### src/rtl/fetch_pkg.sv
// Shared types and constants for the fetch sequencer: state encoding, NOP and buffer entry width.
// Used by fetch_ctrl and fetch_buf.
package fetch_pkg;

    typedef enum logic [1:0] {
        IDLE  = 2'd0,
        BUSY  = 2'd1,
        DRAIN = 2'd2
    } state_e;

    localparam logic [31:0] NOP_INSN = 32'h0000_0013;
    localparam int          INSN_W   = 32;

    // A buffer entry is {instruction, pc}.
    function automatic int entry_w(input int width);
        return INSN_W + width;
    endfunction

endpackage

### src/rtl/fetch_buf.sv
// 2-entry instruction buffer; head drives decode straight from registers (NOP when empty).
// Latency: push visible at head next cycle; flush dominates push/pop; never refuses (caller guarantees space).
module fetch_buf
    import fetch_pkg::*;
#(
    parameter int               WIDTH    = 32,
    parameter logic [WIDTH-1:0] RESET_PC = '0,
    parameter logic [31:0]      NOP      = NOP_INSN
) (
    input  logic             clk,
    input  logic             rst,
    input  logic             push,
    input  logic [31:0]      push_ins,
    input  logic [WIDTH-1:0] push_pc,
    input  logic             pop,
    input  logic             flush,
    output logic [1:0]       count,
    output logic             head_vld,
    output logic [31:0]      head_ins,
    output logic [WIDTH-1:0] head_pc
);

    localparam int EW = entry_w(WIDTH);

    logic [EW-1:0] ent0_q, ent0_d, ent1_q, ent1_d;
    logic [1:0]    cnt_q, cnt_d;
    logic [EW-1:0] din;
    logic          pop_ok;

    always_comb begin
        ent0_d = ent0_q;
        ent1_d = ent1_q;
        cnt_d  = cnt_q;
        din    = {push_ins, push_pc};
        pop_ok = pop && (cnt_q != 2'd0);
        if (flush) begin
            cnt_d = 2'd0;
        end else begin
            unique case ({push, pop_ok})
                2'b10: begin
                    if (cnt_q == 2'd0) ent0_d = din;
                    else               ent1_d = din;
                    cnt_d = cnt_q + 2'd1;
                end
                2'b01: begin
                    ent0_d = ent1_q;
                    cnt_d  = cnt_q - 2'd1;
                end
                2'b11: begin
                    if (cnt_q == 2'd1) begin
                        ent0_d = din;
                    end else begin
                        ent0_d = ent1_q;
                        ent1_d = din;
                    end
                end
                default: ;
            endcase
        end
    end

    always_ff @(posedge clk) begin
        if (rst) begin
            ent0_q <= {NOP, RESET_PC};
            ent1_q <= '0;
            cnt_q  <= 2'd0;
        end else begin
            ent0_q <= ent0_d;
            ent1_q <= ent1_d;
            cnt_q  <= cnt_d;
        end
    end

    assign count    = cnt_q;
    assign head_vld = (cnt_q != 2'd0);
    assign head_ins = head_vld ? ent0_q[EW-1 -: 32] : NOP;
    assign head_pc  = ent0_q[WIDTH-1:0];

endmodule

### src/rtl/fetch_ctrl.sv
// Fetch sequencer: owns the PC, issues one-at-a-time imem requests, buffers 2 instructions for decode.
// Latency: first valid 2 cycles after reset; decode stall throttles issue via credit. Macro FETCH_PERF_EN adds perf counters.
module fetch_ctrl
    import fetch_pkg::*;
#(
    parameter int               WIDTH    = 32,
    parameter logic [WIDTH-1:0] RESET_PC = '0,
    parameter logic [31:0]      NOP      = NOP_INSN
) (
    input  logic             clk,
    input  logic             rst,
    input  logic             branch,
    input  logic             ALU_zero,
    input  logic [WIDTH-1:0] PC_JMP,
    input  logic             stall,
    output logic             imem_req,
    output logic [WIDTH-1:0] imem_addr,
    input  logic             imem_ack,
    input  logic [31:0]      imem_rdata,
    output logic [31:0]      instruction,
    output logic [WIDTH-1:0] PC,
    output logic             valid
`ifdef FETCH_PERF_EN
    ,
    output logic [31:0]      fetch_cnt,
    output logic [31:0]      squash_cnt,
    output logic [31:0]      stall_cnt
`endif
);

    state_e           state_q, state_d;
    logic [WIDTH-1:0] fetch_pc_q, fetch_pc_d;
    logic [WIDTH-1:0] addr_q, addr_d;
    logic             taken, ack_acc, pop, push, credit;
    logic [1:0]       cnt, occ_next;
    logic [WIDTH-1:0] target;

    assign imem_req  = (state_q != IDLE);
    assign imem_addr = addr_q;
    assign taken     = branch & ALU_zero;
    assign ack_acc   = imem_req & imem_ack;
    assign pop       = valid & ~stall;
    assign push      = ack_acc & (state_q == BUSY) & ~taken;
    assign target    = PC_JMP & ~WIDTH'(3);
    // Only one request is ever in flight, so a new one fits if the buffer is below 2 after this cycle.
    assign occ_next  = taken ? 2'd0 : (cnt + {1'b0, push} - {1'b0, pop});
    assign credit    = (occ_next < 2'd2);

    always_comb begin
        state_d    = state_q;
        fetch_pc_d = fetch_pc_q;
        addr_d     = addr_q;
        unique case (state_q)
            IDLE: begin
                if (taken) begin
                    fetch_pc_d = target;
                    addr_d     = target;
                    state_d    = BUSY;
                end else if (credit) begin
                    addr_d  = fetch_pc_q;
                    state_d = BUSY;
                end
            end
            BUSY: begin
                if (taken) begin
                    fetch_pc_d = target;
                    if (ack_acc) addr_d  = target;
                    else         state_d = DRAIN;
                end else if (ack_acc) begin
                    fetch_pc_d = addr_q + WIDTH'(4);
                    if (credit) addr_d  = addr_q + WIDTH'(4);
                    else        state_d = IDLE;
                end
            end
            DRAIN: begin
                // Address stays held until the wrong-path ack arrives; its data is dropped.
                if (taken) fetch_pc_d = target;
                if (ack_acc) begin
                    if (taken || credit) begin
                        addr_d  = taken ? target : fetch_pc_q;
                        state_d = BUSY;
                    end else begin
                        state_d = IDLE;
                    end
                end
            end
            default: state_d = IDLE;
        endcase
    end

    always_ff @(posedge clk) begin
        if (rst) begin
            state_q    <= IDLE;
            fetch_pc_q <= RESET_PC;
            addr_q     <= RESET_PC;
        end else begin
            state_q    <= state_d;
            fetch_pc_q <= fetch_pc_d;
            addr_q     <= addr_d;
        end
    end

    fetch_buf #(
        .WIDTH   (WIDTH),
        .RESET_PC(RESET_PC),
        .NOP     (NOP)
    ) u_buf (
        .clk     (clk),
        .rst     (rst),
        .push    (push),
        .push_ins(imem_rdata),
        .push_pc (imem_addr),
        .pop     (pop),
        .flush   (taken),
        .count   (cnt),
        .head_vld(valid),
        .head_ins(instruction),
        .head_pc (PC)
    );

`ifdef FETCH_PERF_EN
    logic        squash;
    logic [31:0] fetch_cnt_q, fetch_cnt_d, squash_cnt_q, squash_cnt_d, stall_cnt_q, stall_cnt_d;

    always_comb begin
        squash       = ack_acc & (((state_q == BUSY) & taken) | (state_q == DRAIN));
        fetch_cnt_d  = fetch_cnt_q + {31'd0, pop};
        squash_cnt_d = squash_cnt_q + {31'd0, squash};
        stall_cnt_d  = stall_cnt_q + {31'd0, valid & stall};
    end

    always_ff @(posedge clk) begin
        if (rst) begin
            fetch_cnt_q  <= '0;
            squash_cnt_q <= '0;
            stall_cnt_q  <= '0;
        end else begin
            fetch_cnt_q  <= fetch_cnt_d;
            squash_cnt_q <= squash_cnt_d;
            stall_cnt_q  <= stall_cnt_d;
        end
    end

    assign fetch_cnt  = fetch_cnt_q;
    assign squash_cnt = squash_cnt_q;
    assign stall_cnt  = stall_cnt_q;
`endif

endmodule

### config.mk
export PLATFORM = sky130hd
export DESIGN_NAME = fetch_ctrl
export DESIGN_NICKNAME = d
export VERILOG_FILES = /design/src/rtl/fetch_pkg.sv /design/src/rtl/fetch_buf.sv /design/src/rtl/fetch_ctrl.sv
export SDC_FILE = /design/constraint.sdc
export NUM_CORES = 1
export LEC_CHECK = 0
export ABC_AREA = 1
export ABC_CLOCK_PERIOD_IN_PS = 7400
export CORE_ASPECT_RATIO = 0.9
export CORE_MARGIN = 8
export CORE_UTILIZATION = 40
export CTS_BUF_LIST = sky130_fd_sc_hd__clkbuf_8
export DETAILED_ROUTE_END_ITERATION = 10
export GPL_TIMING_DRIVEN = 0
export MAX_ROUTING_LAYER = met4
export PLACE_DENSITY = 0.71
export SLEW_MARGIN = 30
export SYNTH_ARGS = -nofsm -noshare
export SYNTH_HDL_FRONTEND = slang
export SYNTH_SLANG_ARGS = --single-unit
### constraint.sdc
create_clock -name clk -period 7.4 [get_ports clk]
set_input_delay 2.22 -clock clk [delete_from_list [all_inputs] [get_ports clk]]
set_output_delay 2.22 -clock clk [all_outputs]
set_load 0.05 [all_outputs]
Word-level counts from Yosys, hierarchy flattened. Index checks and enable logic that the tools add are counted.

Add/sub/neg operators: 5. Order comparisons: 1. Equal/unequal tests: 17. Muxes and demuxes: 31. Bitwise gates (word level): 7. Reductions and logical operators: 18.

Operator list (count): 32-bit two-way mux (12); 64-bit two-way mux (4); 64-bit case mux with 3 select lines (1); 64-bit case mux with 2 select lines (1); 32-bit case mux with 3 select lines (1); 32-bit case mux with 2 select lines (1); 32-bit by 3-bit adder with 32-bit output (second input constant) (1); 2-bit two-way mux (8); 3-bit != test (second input constant) (5); 2-bit != test (second input constant) (5); 2-bit nonzero test (5); 2-bit by 1-bit == test with 1-bit output (second input constant) (3); 2-bit == test (second input constant) (3); 2-bit case mux with 3 select lines (1); 6-bit AND reduction (1); 3-bit nonzero test (2); 1-bit bitwise AND (5); 5-bit AND reduction (1); 2-bit zero test (2); 2-bit case mux with 2 select lines (1); 4-bit AND reduction (1); 2-bit OR reduction (2); 3-bit AND reduction (1); 2-bit by 1-bit adder with 2-bit output (1); 10 further kinds (11).

Flip-flop bits (word level): 196. Word-level logic and storage cells: 85.

Longest topological paths before layout.
Word-level depth: 12. Depth in mapped cells: 14. Depth with buffers taken out: 13.

Cells and area by module. Synthesis repeated with hierarchy kept, for this count alone.

Cell total of the unflattened synthesis: 1977. Area total of the unflattened synthesis: 11547.3 um^2.

By module, submodules not included: fetch_buf (instances 1, cells each 1162, area an instance 7024.2 um^2); fetch_ctrl (instances 1, cells each 815, area an instance 4523.1 um^2).

Worst setup path before layout. No wires, ideal clock.

Kind: input to register. From: input branch. To: register u_buf.ent0_q[38]. Arrival time: 3.828 ns. Required time: 7.281 ns. Slack: 3.453 ns. Cell stages on the path: 10. Buffers on the path: 1. Cells stage by stage: nand2_1 inv_1 nor2_8 inv_2 ha_1 a21oi_1 clkbuf_1 o22ai_1 o21ai_0 a21oi_1.

Longest elaborated chain between the ends: 6. Elaborated cells between the ends (all ways): 10. Those cells by class: eq/ne: 4; mux: 1; bitwise: 3; reduce/logical: 2.

Ends and longest elaborated chain: start, declared (line fetch_ctrl.sv:12) `input logic branch,`; 1-bit bitwise AND * (line fetch_ctrl.sv:40) `assign taken = branch & ALU_zero;`; 1-bit inverter (no source line) *; 1-bit bitwise AND (line fetch_ctrl.sv:43) `assign push = ack_acc & (state_q == BUSY) & ~taken;`; 2-bit == test / 2-bit by 1-bit == test with 1-bit output (equally long branches) (line fetch_buf.sv:39) `unique case ({push, pop_ok})`; 2-bit by 1-bit != test with 1-bit output (no source line) / 3-bit nonzero test (equally long branches); 3-bit AND reduction (no source line); end signal, assigned (line fetch_buf.sv:64) `ent0_q <= {NOP, RESET_PC};`; end signal, assigned (line fetch_buf.sv:68) `ent0_q <= ent0_d;`; end, declared (line fetch_buf.sv:25) `logic [EW-1:0] ent0_q, ent0_d, ent1_q, ent1_d;`.

Every way passes the cells marked *; elsewhere a longest branch is shown, timed or not. A chain may end at the register's enable or synchronous reset.

Final worst setup path.
From: register u_buf.cnt_q[0], in the netlist u_buf.count[0]. To: output instruction[4].

Longest elaborated chain between the ends: 2.

Ends and longest elaborated chain: start, declared (line fetch_buf.sv:26) `logic [1:0] cnt_q, cnt_d;`; start signal, assigned (line fetch_buf.sv:70) `cnt_q <= cnt_d;`; 2-bit nonzero test (line fetch_buf.sv:75) `assign head_vld = (cnt_q != 2'd0);`; 32-bit two-way mux (line fetch_buf.sv:76) `assign head_ins = head_vld ? ent0_q[EW-1 -: 32] : NOP;`; end, declared (line fetch_ctrl.sv:20) `output logic [31:0] instruction,`.

No other way between the ends.

==> impl_results.md <==
* Layout cells sized above 1 at 0.06693
* Initial antenna violation count at 0
* Final wirelength at 35680 um
* Slew Limit Fails at 0
* Via-to-Cell Ratio at 5.075
* Worst Max-Slew Pin Slew at 0.7418 ns
* Worst min-delay path class: reg2reg
* Tcrit/Tclk final at 0.6869
* CTS root buf: clkbuf_8
* I/O Buffers at 164
* RSZ-0062 raised after global routing: no
* Finished Layout Cells at 2135
* Setup TNS Final at 0 ns
* Total gr overflow at 0
* Final instance area at 0.01284 mm2
* Slew headroom at 0.5055
* Seq cells post-synth at 196
* Final worst slack at 2.317 ns
* Final Skew at 0.01587 ns
* Initial cell density of the core at 0.4080
* CTS buffer count at 17
* Avg WL per Cell at between 15 and 20 um
* First-pass GRT wire length at 56170 um
* Final Util at 0.5086
* Post_cts resized at 0
* Ys Warns at 0
* Hold path cells at 2
* Post-place setup slack at 2.462 ns
* H-tree Lvls at 4
* Core ar. at ~0.025 mm2
* Area Growth Syn to Fin at 24.65%
* Post-Syn Area at 0.01030 mm2
* Number of global-route vias before repair at 10370
* Power Total at 5.114 mW
* Clk Latency, worst-skew pair at 0.49 ns
* Achievable frequency at 196.7 MHz
* Register area share after synthesis at 0.3808
* Area after DPL at 0.01238 mm2
* Arrival @ worst endpoint at 2.86 ns
* Most frequent cells in the layout: nand2_1, inv_1, dfxtp_1
* Final Hold Vio Count at 0
* Startpoint types: flop
* Clk sinks at around 200
* CP max FO at 10
* Worst-path clk slew at 0.12 ns
* Worst Setup End Kind: primary output
* Endpoints failing setup at 0
* Placer Congestion at around 0.95
* Detail Placement HPWL at 27440 um
* Placed cell count at ~2100
* Post-CTS setup buffer count at 0
* Minimum clock period at 5.083 ns
* VDD IR max at 179.1 uV
* N_diodes at 0
* Maxcap violations at 0
* Syn nets at 1674
* Static Leak at 5.356 nW
* Die ar. at 0.03116 mm2
* Via count at 10840
* Final ANT Viol Nets at 0
* Filler Cell Count at 2630
* Layout Nets at between 1500 and 2000
* Run status: complete, no violations
* CTS Hold Bufs at 0
* Cell row count at 55
* Mapped Cells at 1597
* Pin count of the biggest net entering global routing at 23
* Drt pass-1 iters at 6
* # DRC at 0
* CTS tree: yes
* # IOs at around 170
* CP Class: reg2out
* Pwr per Cell Area at 398.2 mW/mm2
* Die W at about 190 um
* CTS max path bufs at 2
* Synth cell types at 31
* Worst EP required at 5.18 ns
* Most common cell after layout, fill and taps aside: nand2_1
* WHS at approximately 0.46 ns
* Overall global routing resource usage at 0.2345
* Avg Cell Area, Syn at 6.453 um2
* DR iter-0 viols at 1154
* Chip height at ~170 um
* FF-to-FF path depth at 11
[cell type report]
type,count,area (um2),area share
sequential,196,3924,0.3055
clock buffer,17,234.0,0.01822
tap,342,427.9,0.03331
timing repair buffer,164,1642,0.1278
clock inverter,15,229.0,0.01783
inverter,206,775.7,0.06039
buffer,133,713.2,0.05552
multi-input combinational,1062,4900,0.3815
[flip-flops by register name, summed over array words and instances (netlist names)]
name,count
state_q,2
u_buf.ent0_q,64
u_buf.ent1_q,64
imem_addr,32
u_buf.count,2
fetch_pc_q,32
[worst max-delay path: stages (launching register included)]
cell             delay [ns]
dfxtp_1                0.35
inv_1                  0.09
ha_1                   0.15
clkbuf_1               0.46
clkbuf_1               0.36
or2_2                  0.17
clkdlybuf4s50_1        0.79
[path summary, 6_finish.rpt]
| kind | start | end | slack [ns] |
|---|---|---|---|
| setup / recovery | u_buf.count[0] | instruction[4] | 2.32 |
| setup reg to reg | u_buf.count[0] | u_buf.ent0_q[49] | 4.18 |
| hold reg to reg | u_buf.ent0_q[39] | u_buf.ent0_q[39] | 0.46 |
| hold / removal | u_buf.ent0_q[39] | u_buf.ent0_q[39] | 0.46 |
[synthesized netlist by cell type, drive strengths merged]
library cell	count	area, um2
o21ai	197	997.2
clkbuf	58	217.7
buf	75	495.5
nor2	174	693.2
nand4	1	6.260
nor3	1	5.000
ha	7	87.58
xor2	4	35.03
o22ai	64	400.4
nand2	361	1365
or2	4	25.02
a311oi	2	17.52
a21oi	175	875.8
o31ai	2	15.01
dfxtp	196	3924
inv	206	775.8
a31oi	5	31.28
nand3	64	330.3
o21a	1	7.510
[power by group]
group,total [mW],switching [mW],internal (mW)
registers,1.63,0.232,1.39
clock network,0.778,0.479,0.299
logic,2.71,1.83,0.878
[routing by layer]
metal  vias to the layer above  GRT usage  wire length [um]
met2                       414     0.3552             15610
met1                      4911     0.3136             16570
li1                       5473          -                 -
met4                         0    0.05841               599
met3                        37    0.05100              2896
met5                         -          -                 0
[kinds of logic (layout without fill, tap and decap cells)]
group | count (synthesis) | after routing | synth area share
flops | 196 | 196 | 0.3808
compound gates | 446 | 446 | 0.2275
buf+inv | 339 | 535 | 0.1445
fa+ha+maj | 7 | 7 | 0.008499
simple gates | 605 | 605 | 0.2353
xor+xnor | 4 | 4 | 0.003399
(Power assumes the default switching activity.)
